`src/rtl/write_back_stage.sv`:
```
// write_back_stage: final pipeline stage. It collects ALU results and load
// responses, aligns and extends load data, and drives the register-file write
// port. Pending loads are tracked in an in-order FIFO, and a per-register busy
// mask reports which destinations are still waiting for load data.
// Optional feature macro: WB_SUBWORD_LOAD_EN enables funct3/offset alignment of
// load data. When it is undefined, every load writes the raw memory word.

package write_back_stage_pkg;
    localparam int unsigned cXLEN       = 32;
    localparam int unsigned cRegNum     = 32;
    localparam int unsigned cRegSelBitW = 5;

    typedef struct packed {
        logic [cRegSelBitW-1:0] addr;
        logic                   dv;
    } tRegOp;
endpackage

module write_back_stage
    import write_back_stage_pkg::*;
#(
    parameter int unsigned LD_DEPTH = 4
) (
    input  logic                   iClk,
    input  logic                   iRst,
    input  logic                   iAluValid,
    input  logic [cRegSelBitW-1:0] iAluRd,
    input  logic [cXLEN-1:0]       iAluData,
    output logic                   oAluReady,
    input  logic                   iLdIssue,
    input  logic [cRegSelBitW-1:0] iLdRd,
    input  logic [2:0]             iLdFunct3,
    input  logic [1:0]             iLdOffset,
    output logic                   oLdReady,
    input  logic                   iMemValid,
    input  logic [cXLEN-1:0]       iMemData,
    output tRegOp                  rd,
    output logic [cXLEN-1:0]       rdData,
    output logic [cRegNum-1:0]     oBusy,
    output logic                   oLdErr
);

    localparam int unsigned PtrW = (LD_DEPTH > 1) ? $clog2(LD_DEPTH) : 1;
    localparam int unsigned CntW = $clog2(LD_DEPTH + 1);

    // Pending-load FIFO storage; vld_q marks live entries for the busy mask.
    logic [cRegSelBitW-1:0] fifo_rd_q [LD_DEPTH];
    logic [LD_DEPTH-1:0]    vld_q;
    logic [PtrW-1:0]        wr_ptr_q, rd_ptr_q;
    logic [CntW-1:0]        count_q;

`ifdef WB_SUBWORD_LOAD_EN
    logic [2:0] fifo_f3_q  [LD_DEPTH];
    logic [1:0] fifo_off_q [LD_DEPTH];
`else
    // Alignment inputs have no effect in the full-word-only build.
    logic unused_ld_fields;
    assign unused_ld_fields = ^{iLdFunct3, iLdOffset};
`endif

    logic full, empty, push, pop, ld_err_set;
    logic [cRegSelBitW-1:0] head_rd;
    logic [cXLEN-1:0]       load_data;

    // Write-port registers and sticky error flag.
    tRegOp            rd_q;
    logic [cXLEN-1:0] rd_data_q;
    logic             ld_err_q;

    // Next-state of the write port.
    logic                   wr_en;
    logic [cRegSelBitW-1:0] wr_addr;
    logic [cXLEN-1:0]       wr_data;

`ifdef WB_SUBWORD_LOAD_EN
    function automatic logic [cXLEN-1:0] align_load(input logic [2:0]       f3,
                                                    input logic [1:0]       off,
                                                    input logic [cXLEN-1:0] word);
        logic [7:0]  b;
        logic [15:0] h;
        b = word[{off, 3'b000} +: 8];
        h = word[{off[1], 4'b0000} +: 16];
        case (f3)
            3'b000:  align_load = {{(cXLEN-8){b[7]}}, b};
            3'b100:  align_load = {{(cXLEN-8){1'b0}}, b};
            3'b001:  align_load = {{(cXLEN-16){h[15]}}, h};
            3'b101:  align_load = {{(cXLEN-16){1'b0}}, h};
            default: align_load = word;  // LW and undefined codes pass the word
        endcase
    endfunction
`endif

    // FIFO status, push/pop qualification and head decode.
    always_comb begin
        full       = (count_q == CntW'(LD_DEPTH));
        empty      = (count_q == '0);
        oLdReady   = !full;
        push       = iLdIssue && !full;  // no bypass: refused when full even if popping
        pop        = iMemValid && !empty;
        ld_err_set = iMemValid && empty;
        oAluReady  = !iMemValid;
        head_rd    = fifo_rd_q[rd_ptr_q];
`ifdef WB_SUBWORD_LOAD_EN
        load_data  = align_load(fifo_f3_q[rd_ptr_q], fifo_off_q[rd_ptr_q], iMemData);
`else
        load_data  = iMemData;
`endif
    end

    // Write arbitration: a load response always wins over the ALU.
    always_comb begin
        wr_en   = 1'b0;
        wr_addr = rd_q.addr;
        wr_data = rd_data_q;
        if (pop) begin
            wr_en   = 1'b1;
            wr_addr = head_rd;
            wr_data = load_data;
        end else if (iAluValid && oAluReady) begin
            wr_en   = 1'b1;
            wr_addr = iAluRd;
            wr_data = iAluData;
        end
    end

    // Busy mask: one-hot of every live entry's destination, x0 never busy.
    always_comb begin
        oBusy = '0;
        for (int i = 0; i < LD_DEPTH; i++) begin
            if (vld_q[i]) begin
                oBusy[fifo_rd_q[i]] = 1'b1;
            end
        end
        oBusy[0] = 1'b0;
    end

    // FIFO pointers, count, valid bits and entry payload.
    always_ff @(posedge iClk) begin
        if (iRst) begin
            wr_ptr_q <= '0;
            rd_ptr_q <= '0;
            count_q  <= '0;
            vld_q    <= '0;
        end else begin
            if (push) begin
                fifo_rd_q[wr_ptr_q] <= iLdRd;
`ifdef WB_SUBWORD_LOAD_EN
                fifo_f3_q[wr_ptr_q]  <= iLdFunct3;
                fifo_off_q[wr_ptr_q] <= iLdOffset;
`endif
                vld_q[wr_ptr_q] <= 1'b1;
                wr_ptr_q        <= wr_ptr_q + PtrW'(1);
            end
            // Push and pop never hit the same slot: push needs !full, pop needs !empty,
            // and both together only happen with a partially filled FIFO.
            if (pop) begin
                vld_q[rd_ptr_q] <= 1'b0;
                rd_ptr_q        <= rd_ptr_q + PtrW'(1);
            end
            if (push && !pop) begin
                count_q <= count_q + CntW'(1);
            end else if (pop && !push) begin
                count_q <= count_q - CntW'(1);
            end
        end
    end

    // Registered write port; address/data hold when nothing is written.
    always_ff @(posedge iClk) begin
        if (iRst) begin
            rd_q      <= '0;
            rd_data_q <= '0;
            ld_err_q  <= 1'b0;
        end else begin
            rd_q.addr <= wr_addr;
            rd_q.dv   <= wr_en && (wr_addr != '0);
            rd_data_q <= wr_data;
            if (ld_err_set) begin
                ld_err_q <= 1'b1;
            end
        end
    end

    assign rd     = rd_q;
    assign rdData = rd_data_q;
    assign oLdErr = ld_err_q;

endmodule

```
`config.mk`:
```
export PLATFORM = sky130hd
export DESIGN_NAME = write_back_stage
export DESIGN_NICKNAME = d
export VERILOG_FILES = /design/src/rtl/write_back_stage.sv
export SDC_FILE = /design/constraint.sdc
export NUM_CORES = 1
export LEC_CHECK = 0
export ABC_AREA = 1
export CAP_MARGIN = 5
export CELL_PAD_IN_SITES_DETAIL_PLACEMENT = 0
export CELL_PAD_IN_SITES_GLOBAL_PLACEMENT = 1
export CORE_MARGIN = 3
export CORE_UTILIZATION = 33
export DETAILED_ROUTE_END_ITERATION = 16
export GPL_ROUTABILITY_DRIVEN = 0
export PLACE_DENSITY_LB_ADDON = 0.3
export SLEW_MARGIN = 10
export SYNTH_ARGS = -nofsm -noshare
export SYNTH_HDL_FRONTEND = slang
export SYNTH_SLANG_ARGS = --single-unit
export TNS_END_PERCENT = 1
```
`constraint.sdc`:
```
create_clock -name iClk -period 5.05 [get_ports iClk]
set_input_delay 1.01 -clock iClk [delete_from_list [all_inputs] [get_ports iClk]]
set_output_delay 1.01 -clock iClk [all_outputs]
set_load 0.02 [all_outputs]
```
==> results list <==
* Result of the run: finished, final reports clean
- GR Layer Usage met1: 0.264
- Detail Route Antenna Nets: 0
- For this run the aggregate overflow at the end of global routing stands at 0.
- Setup total negative slack on the finished layout was measured at 0 ps.
* Cts-stage hold buffer count: 0
* Maximum frequency from static timing analysis: 304 MHz
* Top cells by area, synth: sky130_fd_sc_hd__dfxtp_1, sky130_fd_sc_hd__edfxtp_1, sky130_fd_sc_hd__nand2_1
* Cell area power density: around 370 mW/mm^2
- Count of final hold-check violations: 0
- Number of library cell types mapped by synthesis: 27
* Async S/R FF share, synth: 0
* Largest net degree at the start of global routing: 42
* Total non-filler cell area in the finished layout: a little under 0.006 mm^2
- Of the available clock period, the critical path in the final layout requires 0.651.
* Required time reported for the critical path endpoint: roughly 4000 ps
- The total area inside the core boundary comes to between 0.01 and 0.015 mm^2.
* Post-synthesis instance area: between 0.003 and 0.004 mm^2
- Of the post-synthesis cell area, the dominant cell type holds 0.268.
- The clock arrives with 6.96 ps of skew.
* Crit path launch type: flip-flop
- From bottom edge to top edge, the die measures about 110 um.
- For this run, the detailed router's first-pass iteration total came to 5.
- The routed design could run at a clock period as short as between 3000 and 4000 ps.
- Max-Cap Viols: 0
* Final count of negative-setup-slack endpoints: 0
- Among cell families on the critical path, the largest total delay comes from buffers and inverters.
* Worst slew margin: 0.531
- Part of the Yosys area used for sequential elements: 0.422
* TritonCTS clock tree: built
- After clock tree synthesis, the clock-pin slew on the worst setup and hold paths is 60 ps.
- In this run the critical register-to-register path is captured at count_q[2]$_SDFFE_PP0P_.
- Antenna violations before repair: 0
* Met3 track demand over resource in global routing: 0.0502
- In this run the cell area measured after placement is between 0.005 and 0.006 mm^2.
- R2r worst-path depth: 10
* Estimated wirelength of the detail-placed design: around 9.8 mm
- Of all nets on the critical path, the largest fanout is 8.
- Relative to the synthesized area, the layout overhead comes to 48.8%.
- Proportion of layout cells with a drive suffix above 1: 0.0372
- Terminating pin of the worst hold path: rdData[13]$_SDFFE_PP0P_
* Clk sinks: 72
- Type of element capturing the critical path: output pin
- The worst register-to-register path begins at count_q[0]$_SDFFE_PP0P_.
* Actual slew at the worst max-slew pin: 703 ps
* Flip-flop and latch count after synthesis: 72
- Worst path max stage delay: 660 ps
- CTS-repair resized insts: 0
- Leak pwr: 2.16 nW
- In this run the register-to-register setup slack is between 2000 and 3000 ps.
* Post-synth EDFFs: 20
- Detailed Route WL: roughly 13 mm
- Buffering stage count on the worst path with inverters included: 2
- I/O pin total: ~160
- The final number of max-transition violations was 0.
* Number of H-tree branching levels: 3
- For this block, the initial DRC count from the detailed router was 275.
* Portion of total power attributed to sequential cells: 0.363
* Number of vias after detailed routing: 4212
- The floorplan has 39 rows.
- The number of nets in the synthesized netlist is 591.
* Switching power share of the total: 0.350
* GR met2 Demand/Resource: 0.325
- Width of the die: 115 um
* Critical path cell sequence: inv_1 -> nand3_1 -> o22a_1 -> o221ai_1 -> clkdlybuf4s50_1
* Path type of the worst min-delay path: flip-flop to flip-flop
- The clock reaches the later pin of the worst-skew pair after around 330 ps.
- The layer flagged by global routing as most heavily used is met2.
* Routed via count divided by cell count: 5.34
- Int Pwr: around 0.0014 W
- Commonest non-fill, non-tap cell in the layout: sky130_fd_sc_hd__clkdlybuf4s50_1
* Critical path start-end classification: flip-flop to output pin
* Cts bufs inserted: 9
* Synthesized instance count: 497
- Leaving out fill and tap cells, the most frequent cells in the layout are sky130_fd_sc_hd__clkdlybuf4s50_1, sky130_fd_sc_hd__nand2_1, sky130_fd_sc_hd__nand3_1.
* Die Area: around 0.013 mm^2
- Slowest stage cell on the critical path: sky130_fd_sc_hd__clkdlybuf4s50_1
- In the final routed layout, each cell accounts on average for about 17 um.
- Clock network power share: 0.295
* Effective utilization at floorplan: 0.339
- Hold Path Depth: 2
- Diodes inserted: 0
- After the last flow step, the layout net total stands at 735.
- Maximum buffer depth of the clock tree: 2
- Clock root buffer: sky130_fd_sc_hd__clkbuf_16
- Global-route wire length before repair: about 21 mm
* Data arrival time of the critical path: approximately 2300 ps
- Count of input and output buffers: 150
- The via count of the first global-routing pass was between 4000 and 5000.
- VDD sags by at most 245 uV.
- Hold path startpoint: rdData[13]$_SDFFE_PP0P_
* GRT Total Usage: 0.202
- Buffers inserted by post-CTS timing repair: 0
- Yosys top cell by area: sky130_fd_sc_hd__dfxtp_1
* Syn Area/Cell: 7.82 um^2
- Top_reg_cell synth: sky130_fd_sc_hd__dfxtp_1
- Setup repair after global routing left no endpoint under its margin.
- DRC violations left: 0
* Part of the power in combinational logic: 0.342
- In this run the power spent charging and discharging nets is ~0.00075 W.
- Yosys warnings: 0
[worst register-to-register path: stages (launching register included)]
cell and delay, ps:
sky130_fd_sc_hd__dfxtp_1 350, sky130_fd_sc_hd__nor2_2 210, sky130_fd_sc_hd__nand2_1 90, sky130_fd_sc_hd__nand2_1 320, sky130_fd_sc_hd__ha_1 220, sky130_fd_sc_hd__inv_1 70
sky130_fd_sc_hd__fa_1 390, sky130_fd_sc_hd__a21oi_1 140, sky130_fd_sc_hd__o21ai_0 130, sky130_fd_sc_hd__o21ai_0 200, sky130_fd_sc_hd__a21oi_1 60
[Yosys cell counts, drive strengths merged, types with 2 or more instances]
cell type and n:
dfxtp 52, o21ai 12, o22a 22, nand3 67, clkbuf 6, a31oi 32, ha 9, inv 49
o221ai 30, nand2 135, buf 14, nor2 19, a211oi 2, edfxtp 20, a22oi 8, a21oi 14
[per-layer routing]
| layer | up-vias | share of wire |
|---|---|---|
| met5 | - | 0 |
| met4 | 0 | 0.018 |
| met3 | 17 | 0.077 |
| met2 | 160 | 0.47 |
| met1 | 1974 | 0.43 |
| li1 | 2061 | - |
[worst max-delay path by stage]
stage / start / end / slack [ps] / depth (start not counted)
after floorplan: iLdIssue / count_q[2]$_SDFFE_PP0P_ / 2720 / 9
after global placement: iMemValid / oAluReady / 1870 / 3
after detailed placement: iMemValid / oAluReady / 1860 / 3
after CTS: fifo_rd_q[0][0]$_DFFE_PP_ / oBusy[10] / 1770 / 5
after global routing: fifo_rd_q[0][0]$_DFFE_PP_ / oBusy[2] / 1650 / 5
final: fifo_rd_q[0][0]$_DFFE_PP_ / oBusy[10] / 1760 / 5
[flip-flops by register name, summed over array words and instances, names as in the netlist, named ones only]
register and cells:
wr_ptr_q 2, vld_q 4, count_q 3, rd 6, fifo_rd_q 20, oLdErr 1
rd_ptr_q 2, rdData 32
[power by group through the flow]
stage	clock network [W]	logic, W	registers (W)
2_1_floorplan	0	0.000360	0.000854
3_3_place_gp	0	0.000727	0.000785
3_5_place_dp	0	0.000737	0.000790
4_1_cts	0.000651	0.000740	0.000779
5_1_grt	0.000673	0.000817	0.000795
6_report	0.000633	0.000735	0.000780
[per-stage QoR]
stage | power (W) | util | cells | hold WS, ps | worst slack (ps)
CTS | 0.00217 | 0.504 | 789 | 482 | 1770
finish | 0.00215 | 0.504 | 789 | 477 | 1760
floorplan | 0.00121 | - | 497 | 472 | 2720
global route | 0.00229 | 0.504 | 789 | 500 | 1650
global placement | 0.00151 | 0.479 | 773 | 457 | 1870
detailed placement | 0.00153 | 0.479 | 773 | 468 | 1860
[final cells by class]
cell class,count,area (um^2)
Inverter,49,184
Timing Repair Buffer,153,1520
Sequential cell,72,1640
Tap cell,143,179
Clock inverter,6,67.6
Multi-Input combinational cell,356,1960
Clock buffer,10,229
Fill cell,1105,5680
[logic make-up after synthesis]
logic type / after synthesis / share of synthesized area
compound gates: 123 / 0.230
xor+xnor: 1 / 0.00225
fa+ha+maj: 10 / 0.0341
buf+inv: 69 / 0.0737
flops: 72 / 0.422
other cells: 1 / 0.000965
simple gates: 221 / 0.237
Note: power is estimated with default switching activity, not from simulation.
